### src/rtl/cdec_pkg.sv
// rtl/cdec_pkg.sv - shared opcode width, two-byte flag index and fetch FSM encoding
package cdec_pkg;

    localparam int OP_W         = 8;
    localparam int TWO_BYTE_BIT = 7;

    typedef enum logic [1:0] {
        FETCH_OP  = 2'd0,
        FETCH_ARG = 2'd1,
        HOLD      = 2'd2
    } fetch_state_t;

    // Opcodes with the flag bit set carry one operand byte after them.
    function automatic logic is_two_byte(input logic [OP_W-1:0] op);
        return op[TWO_BYTE_BIT];
    endfunction

endpackage

### src/rtl/fetch_unit.sv
// rtl/fetch_unit.sv - byte-serial instruction fetch with one/two-byte decode and valid/ready output
//
// Ports:
//   clock, reset        rising-edge clock, asynchronous active-high reset
//   rom_adrs / rom_q    program memory address (always the PC) and its combinational data
//   jump_en/jump_target redirect request; overrides everything else in every state
//   instr_valid/ready   bundle handshake towards the execute stage
//   instr_op/operand/pc fetched bundle; operand is 00 for one-byte opcodes
module fetch_unit
    import cdec_pkg::*;
#(
    parameter logic [OP_W-1:0] RESET_PC = 8'h00
) (
    input  logic            clock,
    input  logic            reset,
    output logic [OP_W-1:0] rom_adrs,
    input  logic [OP_W-1:0] rom_q,
    input  logic            jump_en,
    input  logic [OP_W-1:0] jump_target,
    output logic            instr_valid,
    input  logic            instr_ready,
    output logic [OP_W-1:0] instr_op,
    output logic [OP_W-1:0] instr_operand,
    output logic [OP_W-1:0] instr_pc
);

    fetch_state_t    state_q;
    logic [OP_W-1:0] pc_q;
    logic [OP_W-1:0] op_q;
    logic [OP_W-1:0] operand_q;
    logic [OP_W-1:0] ipc_q;
    logic            valid_q;

    // valid_q is set on every transition into HOLD and cleared on every
    // transition out, so it is high exactly while the FSM sits in HOLD.
    always_ff @(posedge clock or posedge reset) begin
        if (reset) begin
            state_q   <= FETCH_OP;
            pc_q      <= RESET_PC;
            op_q      <= '0;
            operand_q <= '0;
            ipc_q     <= '0;
            valid_q   <= 1'b0;
        end else if (jump_en) begin
            // A redirect drops whatever is half-fetched or held; a bundle
            // handshaking in this same cycle has already been taken.
            state_q <= FETCH_OP;
            pc_q    <= jump_target;
            valid_q <= 1'b0;
        end else begin
            case (state_q)
                FETCH_OP: begin
                    op_q  <= rom_q;
                    ipc_q <= pc_q;
                    pc_q  <= pc_q + 8'd1;
                    if (is_two_byte(rom_q)) begin
                        state_q <= FETCH_ARG;
                    end else begin
                        operand_q <= '0;
                        state_q   <= HOLD;
                        valid_q   <= 1'b1;
                    end
                end
                FETCH_ARG: begin
                    operand_q <= rom_q;
                    pc_q      <= pc_q + 8'd1;
                    state_q   <= HOLD;
                    valid_q   <= 1'b1;
                end
                HOLD: begin
                    // PC already points past the held bundle, so it is left alone.
                    if (instr_ready) begin
                        state_q <= FETCH_OP;
                        valid_q <= 1'b0;
                    end
                end
                default: begin
                    state_q <= FETCH_OP;
                    valid_q <= 1'b0;
                end
            endcase
        end
    end

    assign rom_adrs      = pc_q;
    assign instr_valid   = valid_q;
    assign instr_op      = op_q;
    assign instr_operand = operand_q;
    assign instr_pc      = ipc_q;

endmodule

### config.mk
export PLATFORM = sky130hd
export DESIGN_NAME = fetch_unit
export DESIGN_NICKNAME = d
export VERILOG_FILES = /design/src/rtl/cdec_pkg.sv /design/src/rtl/fetch_unit.sv
export SDC_FILE = /design/constraint.sdc
export NUM_CORES = 1
export LEC_CHECK = 0
export BUFFER_PORTS_ARGS = -buffer_cell sky130_fd_sc_hd__buf_2
export CORE_ASPECT_RATIO = 1.75
export CORE_UTILIZATION = 48
export DETAILED_ROUTE_END_ITERATION = 10
export PLACE_DENSITY_LB_ADDON = 0.15
export SLEW_MARGIN = 30
export SYNTH_ARGS = -nofsm -noshare
export SYNTH_HDL_FRONTEND = slang
export SYNTH_SLANG_ARGS = --single-unit
### constraint.sdc
create_clock -name clock -period 1.7 [get_ports clock]
set_input_delay 0.34 -clock clock [delete_from_list [all_inputs] [get_ports clock]]
set_output_delay 0.34 -clock clock [all_outputs]
set_load 0.05 [all_outputs]
Word-level counts from Yosys, hierarchy flattened. Index checks and enable logic that the tools add are counted.

Bitwise logic cells: 1. Eq/ne operators: 5. Muxes and demuxes: 12. Add/subtract/negate cells: 1. Reductions and logical operators: 7.

Operator list (count): $mux 8 (3); $pmux 8 s2 (1); $add 8x1->8 const B (1); $mux 2 (3); $ne 3x3->1 const B (2); $pmux 2 s3 (1); $reduce_and 2->1 (2); $reduce_bool 2->1 (2); $mux 1 (3); $pmux 1 s3 (1); $reduce_and 3->1 (1); $eq 2x1->1 const B (1); $eq 2x2->1 const B (1); $logic_not 2->1 (1); $ne 2x2->1 const B (1); $reduce_or 2->1 (1); $not 1->1 (1).

Output and inout port bits: 33. Register bits: 35. Input port bits: 20. Logic and storage cells: 32.

Longest topological paths before layout. Gate-level depths: netlist of the first run.

Depth in word-level cells: 4. Mapped depth: 4. Gate-level depth less buffers: 4.

Worst setup path after synthesis of the first run. OpenSTA, ideal clock, no wires.

Kind: reg2reg. Start: register pc_q[0], in the netlist rom_adrs[0]. End: register pc_q[6], in the netlist rom_adrs[6]. Cell stages (with the launch flop): 5. Clock period less this slack: 1.699 ns. Setup slack: 0.001 ns. Arrival time: 1.629 ns. Path buffers: 0. Data required time: 1.630 ns. Setup time: 0.070 ns. Cells stage by stage: dfrtp_1 > ha_1 > nand2b_4 > or4_1 > nand3_1.

Word-level cells in the longest chain between the ends: 3.

RTL lines: start: declaration (RTL line fetch_unit.sv:28) `logic [OP_W-1:0] pc_q;`; start signal: assignment (RTL line fetch_unit.sv:48) `pc_q <= jump_target;`; start signal: assignment (RTL line fetch_unit.sv:55) `pc_q <= pc_q + 8'd1;`; start signal: assignment (RTL line fetch_unit.sv:66) `pc_q <= pc_q + 8'd1;`; $add 8x1->8 (RTL line fetch_unit.sv:55, fetch_unit.sv:66); $mux 8; $mux 8 (RTL line fetch_unit.sv:44) `end else if (jump_en) begin`.

No other way between the ends. The select of a mux whose other input is x is not followed. A chain may end at the register's enable or synchronous reset.

Worst setup path after layout of the first run. Same ends and word-level chain as after synthesis.

==> flow_metrics.py, run 1 <==
metrics = {
    "floorplanning": {
        "start_util": 0.508,
        "coreArea_um2": 2930,
        "rows": 26,
        "die_h_um": 75.6,
        "pin_count": 53,
        "die_w_um": 44.1,
        "die_area_um2": 3330,
    },
    "power": {
        "p_seq_frac": 0.427,
        "p_int_mw": 1.50,
        "clkPwrFrac": 0.212,
        "p_leak_nw": 0.944,
        "p_sw_frac": 0.407,
        "p_per_area_nw_per_um2": 1350,
        "ir_worst_vdd_mv": 0.849,
        "pwr-share-comb": 0.361,
        "p_switching_mw": 1.03,
    },
    "worst_setup_path": {
        "cp_data_arrival_time_ns": 1.67,
        "crit_start": "rom_adrs[0]$_DFFE_PP0P_",
        "worstSetupEndpointType": "flop",
        "crit_type": "flop to flop",
        "crit_path_start_kind": "flop",
        "timing.rr.start": "rom_adrs[0]$_DFFE_PP0P_",
        "critPathMaxFanout": 6,
        "critPathRequiredTime_ns": 1.92,
    },
    "logic_synthesis": {
        "async_reset_ff_frac": 1.00,
        "ys.flop_type": "dfrtp_1",
        "post-synth-top-count-cell": "dfrtp_1",
        "synth_area_um2": 1490,
        "yosysWarnings": 0,
        "ys_types": 27,
        "syn-num-nets": 136,
        "yosys.area.top_type_share": 0.589,
        "ys_seq_area_frac": 0.589,
        "syn_inst": 115,
        "synth_top_area_cell": "dfrtp_1",
        "synth_commonest_cells": "dfrtp_1 (35), mux2_2 (16), nand2_1 (11), a22o_1 (7), o21ai_0 (6)",
        "synth_edf_count": 0,
        "syn_area_per_cell_um2": 12.9,
        "synthTopCellsByArea": "dfrtp_1 (59%), mux2_2 (12%), a22o_1 (4.1%)",
        "ys_ff_latch": 35,
    },
    "place": {
        "io_buffers": 52,
        "gp_congestion": 0.775,
        "dp.cells": 195,
        "detailedPlacementHpwl_um": 2170,
    },
    "global_routing": {
        "grt_pass1_wl_um": 4870,
        "grt_antenna_before_repair": 0,
        "grt_start_max_net_pins": 36,
        "grt_pass1_vias": 1092,
        "track_usage": 0.203,
        "grt-ovfl-total": 0,
    },
    "clocking": {
        "cts_root_buffer": "clkbuf_8",
        "cts_hold_buffers": 0,
        "clk_pin_slew_ns": 0.07,
        "post-cts-setup-buffers": 0,
        "tritoncts": "done",
        "clock_latency_ns": 0.28,
        "clockBufferDepth": 2,
        "cts_sinks": 35,
        "htree_levels": 2,
        "cts_inserted_buffers": 5,
        "ctsResizeCount": 0,
    },
    "detailed_routing": {
        "wl_per_cell_um": 14.7,
        "drtIter0Drc": 19,
        "viasPerCell": 5.49,
        "dr.pass1.iters": 11,
        "drc": 1,
        "num_vias": 1103,
        "detail-route-antenna-nets": 0,
        "drt_wl_total_um": 2950,
    },
    "timing": {
        "slew_violations": 0,
        "max_slew.worst_pin.slew_ns": 0.429,
        "tns_ns": 0,
        "period_share": 0.854,
        "rsz0062_at_grt": "no",
        "finalSetupViolCount": 0,
        "hold_violations": 0,
        "finClkSkew_ns": 0.00689,
        "finalCriticalPeriod_ns": 1.45,
        "timing.fmax_mhz": 689,
        "relSlewSlack": 0.714,
    },
    "finish": {
        "num-nets-final": 195,
        "multi_input_area_um2": 569,
        "drive_gt1_frac": 0.468,
        "nFillCells": 246,
        "areaGrowthSynthToFinish_pct": 25.3,
        "seqCellArea_um2": 876,
        "layout.cells.non_filler": 201,
        "diodes": 0,
    },
    "flow_run": {
        "max-cap-violations": 0,
    },
    "status": {
        "status": "finished, violations left",
        "violations": "design-rule violations",
    },
    "worst_hold_path": {
        "hold_path.class": "primary input to async pin",
    },
}
-- flip-flops by register name, summed over array words and instances (netlist names) --
name	flops
rom_adrs	8
state_q	2
instr_operand	8
instr_valid	1
instr_op	8
instr_pc	8
-- critical path, cell delays in order, from the launching register on --
cell and delay [ns]:
dfrtp_1 0.49, ha_1 0.28, nand2b_4 0.08, or4_1 0.46
nand3_1 0.09
-- power by group through the flow --
stage               clock network (mW)  logic (mW)  registers [mW]
global route                     0.579       0.963            1.10
detailed placement                   0       0.916            1.10
finish                           0.534       0.911            1.08
CTS                              0.548       0.919            1.08
floorplan                            0       0.220            1.56
global placement                     0       0.908            1.09
-- layout make-up --
cell class              count  share of cell area
clock buffers               6              0.0390
inverters                   3             0.00605
multi-input cells          72               0.306
flip-flops and latches     35               0.470
well taps                  28              0.0188
repair buffers             57               0.160
-- path summary, 6_finish.rpt --
check / end / slack (ns) / cells past startpoint
max: rom_adrs[6]$_DFFE_PP0P_ / 0.25 / 4
min: instr_op[7]$_DFFE_PP0P_ / 0.15 / 3
max reg2reg: rom_adrs[6]$_DFFE_PP0P_ / 0.25 / 4
min reg2reg: instr_operand[1]$_DFFE_PP0P_ / 0.50 / 1
max in group asynchronous: instr_pc[1]$_DFFE_PP0P_ / 1.24 / 3
min in group clock: rom_adrs[5]$_DFFE_PP0P_ / 0.26 / 3
-- metal layers --
metal	GRT usage	share of wire
met1	0.222	0.39
met2	0.350	0.54
met3	0.0545	0.052
met4	0.111	0.020
met5	0	0
-- per-stage QoR --
step | total power, mW | setup WS, ns | hold WS, ns | instance area (µm²) | util
after floorplan | 1.78 | 0.000759 | 0.460 | 1490 | -
after global placement | 1.99 | 0.325 | 0.451 | 1790 | 0.611
after detailed placement | 2.01 | 0.252 | 0.464 | 1790 | 0.611
after CTS | 2.55 | 0.245 | 0.162 | 1860 | 0.636
after global routing | 2.64 | 0.134 | 0.197 | 1860 | 0.636
final | 2.52 | 0.248 | 0.149 | 1860 | 0.636
-- cells in the final DEF, fill, tap and decap left out, drive strengths merged --
master,n
buf,57
a21oi,2
nand4,1
nand3,4
mux2i,1
mux2,16
nand4b,2
o311ai,1
ha,1
a22o,7
clkbuf,6
xor2,4
inv,3
nand3b,1
and2,2
or4,2
or4b,1
nor3,1
o211ai,2
o32a,1
o21ai,6
dfrtp,35
nand2b,3
nand2,11
nor2,3
-- cell families (layout without fill, tap and decap cells) --
logic type      Yosys count  after routing  share of synthesized area
mux                      17             17                      0.128
buf+inv                   8             66                     0.0278
simple gates             31             31                      0.132
compound gates           19             19                     0.0909
xor+xnor                  4              4                     0.0236
fa+ha+maj                 1              1                    0.00842
flops                    35             35                      0.589
No activity file was read; power rests on OpenSTA's default activity.
==> run 2: changes to the inputs <==
Settings changed: PLACE_DENSITY from default to 0.78, PLACE_DENSITY_LB_ADDON 0.15 to default, SETUP_SLACK_MARGIN from default to 0.02.
==> flow_metrics.py, run 2 (synthesis gave the netlist of run 1 again) <==
metrics = {
    "clocking": {
        "htree_levels": 2,
        "clockBufferDepth": 2,
        "cts_hold_buffers": 0,
        "tritoncts": "done",
        "clk_pin_slew_ns": 0.07,
        "cts_inserted_buffers": 5,
        "cts_sinks": 35,
        "cts_root_buffer": "clkbuf_8",
        "ctsResizeCount": 0,
        "post-cts-setup-buffers": 0,
        "clock_latency_ns": 0.28,
    },
    "finish": {
        "areaGrowthSynthToFinish_pct": 28.3,
        "drive_gt1_frac": 0.486,
        "multi_input_area_um2": 569,
        "layout.cells.non_filler": 201,
        "diodes": 0,
        "seqCellArea_um2": 878,
        "final_common_cell": "buf_2",
        "nFillCells": 239,
        "layout_common_cells": "buf_2 (52), dfrtp_1 (33), mux2_2 (16), nand2_1 (11), a22o_1 (7)",
        "num-nets-final": 193,
    },
    "floorplanning": {
        "die_h_um": 75.6,
        "rows": 26,
        "start_util": 0.508,
        "die_w_um": 44.1,
        "pin_count": 53,
        "coreArea_um2": 2930,
        "die_area_um2": 3330,
    },
    "global_routing": {
        "grt-ovfl-total": 0,
        "track_usage": 0.213,
        "grt_antenna_before_repair": 0,
        "grt_pass1_vias": 1110,
        "grt_start_max_net_pins": 36,
        "grt_pass1_wl_um": 5060,
    },
    "worst_setup_path": {
        "worst_path_max_delay_cell": "dfrtp_1",
        "critPathRequiredTime_ns": 1.36,
        "cp_data_arrival_time_ns": 1.10,
        "r2r-end": "rom_adrs[7]$_DFFE_PP0P_",
        "reg2reg_depth": 3,
        "crit_path_start_kind": "flop",
        "worstSetupEndpointType": "output pin",
        "critPathMaxStageDelay_ns": 0.49,
        "critPathMaxFanout": 7,
        "timing.rr.start": "state_q[1]$_DFFE_PP0P_",
        "cp_num_buf_inv": 1,
        "setup.worst_path.end": "rom_adrs[2]",
        "crit_start": "rom_adrs[2]$_DFFE_PP0P_",
        "crit_type": "flop to output pin",
        "crit_chain": "buf_2",
        "critical_path_cell_count": 1,
        "cpLargestDelayFamily": "flip-flops",
        "ff2ff_setup_slack_ns": 0.27,
    },
    "detailed_routing": {
        "viasPerCell": 5.64,
        "detail-route-antenna-nets": 0,
        "dr.pass1.iters": 9,
        "drt_wl_total_um": 3020,
        "num_vias": 1134,
        "drtIter0Drc": 25,
        "drc": 1,
        "wl_per_cell_um": 15.0,
    },
    "status": {
        "violations": "design-rule violations",
        "status": "finished, violations left",
    },
    "timing": {
        "finClkSkew_ns": 0.00466,
        "period_share": 0.847,
        "rsz0062_at_grt": "no",
        "hold_violations": 0,
        "timing.fmax_mhz": 694,
        "relSlewSlack": 0.714,
        "max_slew.worst_pin.slew_ns": 0.430,
        "finalSetupViolCount": 0,
        "finalCriticalPeriod_ns": 1.44,
        "tns_ns": 0,
        "layout_setup_ws_ns": 0.259,
        "slew_violations": 0,
    },
    "place": {
        "io_buffers": 52,
        "gp_congestion": 0.845,
        "dp.cells": 193,
        "pre_cts_ws_ns": 0.277,
        "detailedPlacementHpwl_um": 2170,
    },
    "power": {
        "p_per_area_nw_per_um2": 1450,
        "p_leak_nw": 0.960,
        "ir_worst_vdd_mv": 1.06,
    },
    "flow_run": {
        "max-cap-violations": 0,
    },
    "worst_hold_path": {
        "hold_path.class": "primary input to async pin",
    },
}
run 2: cell count changes in the layout (fill, tap and decap cells not counted), sizes merged:
cell,previous run,this run
bufinv,0,1
buf,57,55
clkinv,0,1
run 2: through the flow:
| stage | cell area (µm²) | utilization | power [mW] | hold WS [ns] |
|---|---|---|---|---|
| 2_1_floorplan | 1490 | - | 1.78 | 0.460 |
| 3_3_place_gp | 1790 | 0.611 | 1.99 | 0.449 |
| 3_5_place_dp | 1790 | 0.611 | 2.02 | 0.467 |
| 4_1_cts | 1910 | 0.651 | 2.80 | 0.147 |
| 5_1_grt | 1910 | 0.651 | 2.88 | 0.174 |
| 6_report | 1910 | 0.651 | 2.76 | 0.135 |
run 2: worst min-delay path by stage:
stage | start | to | slack (ns)
6_report | reset | instr_operand[5]$_DFFE_PP0P_ | 0.14
5_1_grt | reset | instr_operand[5]$_DFFE_PP0P_ | 0.17
4_1_cts | reset | instr_operand[5]$_DFFE_PP0P_ | 0.15
3_5_place_dp | reset | instr_operand[5]$_DFFE_PP0P_ | 0.47
3_3_place_gp | reset | instr_operand[5]$_DFFE_PP0P_ | 0.45
2_1_floorplan | jump_target[5] | rom_adrs[5]$_DFFE_PP0P_ | 0.46
run 2: cell type report:
type                            instances  area share
Tap cell                               28      0.0184
Multi-Input combinational cell         72       0.299
Clock inverter                          2      0.0184
Clock buffer                            6      0.0433
Timing Repair Buffer                   55       0.155
Inverter                                3     0.00591
Sequential cell                        35       0.461
run 2: per-layer routing:
metal / GRT usage / vias up / routed length, µm
li1: - / 525 / -
met1: 0.255 / 549 / 1220
met2: 0.346 / 54 / 1540
met3: 0.0569 / 6 / 191
met4: 0.111 / 0 / 57
met5: 0 / - / 0
run 2: report_power, final:
group	total, mW	switching [mW]	internal [mW]
Clock	0.769	0.295	0.474
Combinational	0.910	0.656	0.254
Sequential	1.08	0.109	0.972
